--- config.mk ---
export PLATFORM = sky130hd
export DESIGN_NAME = irq_ctrl
export DESIGN_NICKNAME = d
export VERILOG_FILES = /design/src/rtl/irq_ctrl_pkg.sv /design/src/rtl/irq_prio_enc.sv /design/src/rtl/irq_ctrl.sv
export SDC_FILE = /design/constraint.sdc
export NUM_CORES = 1
export LEC_CHECK = 0
export CAP_MARGIN = 0
export CORE_ASPECT_RATIO = 1.2
export CORE_MARGIN = 2
export CORE_UTILIZATION = 40
export DETAILED_ROUTE_END_ITERATION = 10
export PLACE_DENSITY_LB_ADDON = 0.3
export SYNTH_ARGS = -nofsm -noshare
export SYNTH_HDL_FRONTEND = slang
export SYNTH_SLANG_ARGS = --single-unit
--- constraint.sdc ---
create_clock -name i_clk -period 2.5 [get_ports i_clk]
set_input_delay 0.5 -clock i_clk [delete_from_list [all_inputs] [get_ports i_clk]]
set_output_delay 0.5 -clock i_clk [all_outputs]
set_load 0.01 [all_outputs]
--- src/rtl/irq_ctrl_pkg.sv ---
// ============================================================================
// irq_ctrl_pkg : shared special-register map and interrupt controller types
// Revision     : 1.0
// ============================================================================
`default_nettype none

package irq_ctrl_pkg;

  // Special-register address map on the execute-stage sr_bus
  localparam int SREG_PC        = 0;
  localparam int SREG_SP        = 1;
  localparam int SREG_LR        = 2;
  localparam int SREG_STATUS    = 3;
  localparam int SREG_ALU_FLAGS = 4;
  localparam int SREG_IRQ_MASK  = 5;
  localparam int SREG_IRQ_PEND  = 6;
  localparam int SREG_IRQ_CAUSE = 7;

  // Bit position of the valid flag inside IRQ_CAUSE (MSB of a 16-bit register)
  localparam int IRQ_CAUSE_VALID = 15;

  typedef enum logic [1:0] {
    ST_IDLE    = 2'd0,
    ST_REQ     = 2'd1,
    ST_SERVICE = 2'd2
  } irq_state_e;

endpackage

`default_nettype wire

--- src/rtl/irq_prio_enc.sv ---
// ============================================================================
// irq_prio_enc : lowest-index-first priority encoder, returns {any, index}
// Revision     : 1.0
// ============================================================================
`default_nettype none

module irq_prio_enc #(
  parameter int N  = 8,
  parameter int IW = 3
) (
  input  logic [N-1:0]  i_req,
  output logic          o_any,
  output logic [IW-1:0] o_idx
);

  always_comb begin
    o_any = |i_req;
    o_idx = '0;
    // Walk downward so the lowest set index is the last one written
    for (int i = N - 1; i >= 0; i--) begin
      if (i_req[i]) o_idx = IW'(i);
    end
  end

endmodule

`default_nettype wire

--- src/rtl/irq_ctrl.sv ---
// ============================================================================
// irq_ctrl : pending/mask/priority interrupt controller driving execute i_irq
// Revision : 1.0
// ============================================================================
`default_nettype none

module irq_ctrl
  import irq_ctrl_pkg::*;
#(
  parameter int               N_SRC     = 8,
  parameter int               RW        = 16,
  parameter logic [N_SRC-1:0] EDGE_MASK = 8'hFF,
  parameter int               SREG_BASE = SREG_IRQ_MASK
) (
  input  logic             i_clk,
  input  logic             i_rst,
  input  logic [N_SRC-1:0] i_src,
  output logic             o_irq,
  input  logic             i_irq_ack,
  input  logic [RW-1:0]    i_sr_addr,
  input  logic [RW-1:0]    i_sr_data,
  input  logic             i_sr_we,
  output logic [RW-1:0]    o_sr_data,
  output logic             o_sr_hit
);

  localparam int IW = (N_SRC > 1) ? $clog2(N_SRC) : 1;

  logic [N_SRC-1:0] src_q, src_d;
  logic [N_SRC-1:0] pend_q, pend_d;
  logic [N_SRC-1:0] mask_q, mask_d;
  logic [RW-1:0]    cause_q, cause_d;
  irq_state_e       state_q, state_d;

  logic             w_sel_mask, w_sel_pend, w_sel_cause;
  logic [N_SRC-1:0] w_eligible, w_set, w_clr;
  logic             w_win_any;
  logic [IW-1:0]    w_win_idx;

  assign w_sel_mask  = (i_sr_addr == RW'(SREG_BASE));
  assign w_sel_pend  = (i_sr_addr == RW'(SREG_BASE + 1));
  assign w_sel_cause = (i_sr_addr == RW'(SREG_BASE + 2));
  assign w_eligible  = pend_q & mask_q;

  irq_prio_enc #(
    .N  (N_SRC),
    .IW (IW)
  ) u_prio (
    .i_req (w_eligible),
    .o_any (w_win_any),
    .o_idx (w_win_idx)
  );

  always_comb begin
    src_d   = i_src;
    mask_d  = mask_q;
    cause_d = cause_q;
    state_d = state_q;
    w_set   = (i_src & ~src_q & EDGE_MASK) | (i_src & ~EDGE_MASK);
    w_clr   = '0;

    if (i_sr_we && w_sel_mask) mask_d = i_sr_data[N_SRC-1:0];
    if (i_sr_we && w_sel_pend) w_clr  = i_sr_data[N_SRC-1:0];

    case (state_q)
      ST_IDLE: begin
        if (w_win_any) state_d = ST_REQ;
      end
      ST_REQ: begin
        if (i_irq_ack) begin
          // An ack with nothing eligible is spurious: cause reports valid, index 0
          state_d                  = ST_SERVICE;
          cause_d                  = '0;
          cause_d[RW-1]            = 1'b1;
          if (w_win_any) begin
            cause_d[IW-1:0]        = w_win_idx;
            w_clr[w_win_idx]       = w_clr[w_win_idx] | EDGE_MASK[w_win_idx];
          end
        end else if (!w_win_any) begin
          state_d = ST_IDLE;
        end
      end
      ST_SERVICE: begin
        if (i_sr_we && w_sel_cause) begin
          cause_d[RW-1] = 1'b0;
          state_d       = ST_IDLE;
        end
      end
      default: state_d = ST_IDLE;
    endcase

    // New captures take precedence over software / ack clears
    pend_d = (pend_q & ~w_clr) | w_set;
  end

  always_ff @(posedge i_clk or posedge i_rst) begin
    if (i_rst) begin
      src_q   <= '0;
      pend_q  <= '0;
      mask_q  <= '0;
      cause_q <= '0;
      state_q <= ST_IDLE;
    end else begin
      src_q   <= src_d;
      pend_q  <= pend_d;
      mask_q  <= mask_d;
      cause_q <= cause_d;
      state_q <= state_d;
    end
  end

  assign o_irq    = (state_q == ST_REQ);
  assign o_sr_hit = w_sel_mask | w_sel_pend | w_sel_cause;

  always_comb begin
    o_sr_data = '0;
    if (w_sel_mask)  o_sr_data[N_SRC-1:0] = mask_q;
    if (w_sel_pend)  o_sr_data[N_SRC-1:0] = pend_q;
    if (w_sel_cause) o_sr_data            = cause_q;
  end

endmodule

`default_nettype wire
==> impl_results.md <==
* Area grow syn2layout at 45.56%
* Cells after synthesis at 153
* Post-synthesis xor/xnor area fraction at 0%
* Core Rows at 25
* HP Class: register to register
* Worst skew pair latency at 280 ps
* Overall routed net length at 4322 um
* H-tree lvl count at 2
* HPWL after DPL at 3177 um
* Clock Tree Buf Depth at 2
* Ys flop type: dfrtp_1
* Residual DRC count at 0
* WHS Path Cells at 1
* Finish-stage setup viols at 0
* First-pass GRT wire length at 7031 um
* Post-synth EDFFs at 0
* Setup_tns at 0 ps
* Register clock-pin slew on the reported worst setup and hold paths at 50 ps
* Die Y at 74.02 um
* Clk_skew at 9.223 ps
* Fin util at 60.35%
* CP endpoint kind: output pin
* Post-Synth Adder-Cell Area at 2.297%
* Most common cell after layout, fill and taps aside: dfrtp_1
* Lkg Pwr at 0.001136 uW
* Yosys warns at 0
* Max stage delay on crit path at 350 ps
* Grt ovf at 0
* CP Buf/Inv Count at 5
* IO buf count at 46
* Core ar. at 3941 um2
* I/O pin cnt at 62
* Cell area power density at 424.0 nW/um2
* Final Hold Violating Endpoints at 0
* Reg-to-Reg Start: pend_q[1]$_DFF_PP0_
* Post-Syn Area at 1634 um2
* Starting Density at 41.46%
* Iter 0 DRT Violations at 81
* Post-synthesis mux area share at 5.513%
* Top-area cell type share of the netlist area at 45.94%
* CP Depth at 8
* Total power at 1008 uW
* Drt wl/cell at 15.33 um
* Synth async-reset ratio at 100.0%
* Max-cap viol count at 0
* Post-route clock period utilization at 95.92%
* Min Hold Slack at 425.6 ps
* R2R setup slack at 710 ps
* RSZ-0062 raised after global routing: false
* Inserted Clock Buffers at 5
* DR vias at 1512
* Final #Nets at 276
* Complex-gate fraction of the synthesized area at 22.74%
* Antenna Cells at 0
* Worst-path cell chain: dlygate4sd2_1 -> nor4_4 -> buf_4 -> buf_4 -> and4_4 -> a222oi_1 -> inv_1 -> buf_2
* Post-Syn Area per Cell at 10.68 um2
* Cell taking the most area after synthesis: dfrtp_1
* Flop and latch count out of synthesis at 30
* CTS Hold Bufs at 0
* FF-to-FF End: state_q[1]$_DFFE_PP0P_
* Crit Path Class: input pin to output pin
* Sequential area share after synthesis at 45.94%
* Worst Tran Pin Value at 504.1 ps
* Fin crit period at 2398 ps
* Width of the chip at 62.35 um
* Clock sink total at 30
* Main combinational cell family by area after synthesis: compound AO/OA/AOI/OAI gates
* Worst path required time at 2000 ps
* Worst vdd ir at 0.3008 mV
* Final slew viol count at 0
* Drt pass-1 iters at 6
* Worst path top cell family by delay: buffers and inverters
* Antenna violation net count after detailed routing at 0
* CTS tree: done
* Initial antenna violation count at 0
* Hold Path Sink: pend_q[1]$_DFF_PP0_
* Clock root cell: clkbuf_8
* Critical Path AT at 1900 ps
* All-Layer GR Usage at 19.54%
* Largest net degree at the start of global routing at 31
* Simple-gate area share of the yosys netlist at 16.85%
* CP dominant cell by count: buf_4
* FF-to-FF path depth at 4
* Status: complete, no violations
* Crit-path slowest cell: nor4_4
* Layout cells sized above 1 at 26.75%
* Hold Crit Start: src_q[1]$_DFF_PP0_
* Vias in the first global route at 1526
* Slew HR at 66.11%
* Commonest non-fill, non-tap cells in the layout: dfrtp_1, buf_4, clkdlybuf4s50_1
* GPL Wtd Cong at 0.8626
* Max frequency at 0.4170 GHz
* Critical Path Start Type: input pin
* Netlist cell types at 37
* CP Max Fanout at 5
* Die area at 4614 um2
* Top cells by area, synth: dfrtp_1, a22o_1, mux2_2
* Drt via density at 5.362
==> layer usage <==
layer / up-vias / global-route usage [%] / routed length, um
li1: 708 / - / -
met1: 726 / 23.23 / 1662
met2: 72 / 35.02 / 2267
met3: 6 / 6.051 / 352
met4: 0 / 5.185 / 40
met5: - / 0 / 0
==> repair_timing <==
item | 4_1_cts | 5_1_grt
gates resized for setup | 50 | 10
setup buffers | 11 | 1
pin swaps | 8 | 7
endpoints found under the hold margin | 0 | 0
endpoints found under the setup margin | 10 | 17
gates cloned | 0 | 0
==> how the worst max path moves through the flow <==
stage,slack (ps),to,startpoint
final,100,o_sr_data[1],i_sr_addr[10]
after CTS,10,o_sr_data[0],i_sr_addr[2]
after global routing,4,o_sr_data[1],i_sr_addr[9]
after global placement,-450,o_sr_data[3],i_sr_addr[5]
after floorplan,470,o_sr_data[0],i_sr_addr[5]
after detailed placement,-480,o_sr_data[3],i_sr_addr[9]
==> where the power goes <==
part / internal, uW / leakage (uW) / switching (uW) / total [uW]
logic: 65.4 / 0.000735 / 55.1 / 120
clock network: 212 / 0.0000431 / 173 / 385
registers: 498 / 0.000358 / 4.89 / 503
==> flip-flops by register name, summed over array words and instances, names as in the netlist <==
register / cells
state_q: 2
mask_q: 8
pend_q: 8
src_q: 8
cause_q: 4
==> synth_stat cells (2+ instances only) <==
master,number
a22oi_1,8
nor4_4,3
buf_4,7
mux2_2,8
o21ai_0,7
nand3b_1,2
a211oi_1,3
a32oi_1,2
a21o_1,2
nand2_1,12
nor3_1,2
dfrtp_1,30
a222oi_1,3
ha_1,3
nand3_1,3
nor2_1,10
inv_1,14
a22o_1,15
==> area by class of cell <==
cell class,count,area [um2]
Clock buffer,6,82.58
Sequential cell,30,750.7
Timing Repair Buffer,70,589.3
Multi-Input combinational cell,108,835.8
Fill cell,356,1563
Tap cell,54,67.56
Inverter,14,52.55
==> metrics by stage <==
stage | instances | setup slack, ps | cell area [um2]
after floorplan | 159 | 466.7 | 1657
after global placement | 267 | -448.5 | 2245
after detailed placement | 267 | -481.0 | 2245
after CTS | 282 | 11.49 | 2350
after global routing | 282 | 3.769 | 2379
final | 282 | 101.9 | 2379
==> kinds of logic (layout without fill, tap and decap cells) <==
logic type      Yosys count  after routing
compound gates           47             47
fa+ha+maj                 3              3
buf+inv                  21             90
flops                    30             30
mux                       8              8
other cells               1              7
simple gates             43             43
Note: power is estimated with default switching activity, not from simulation.
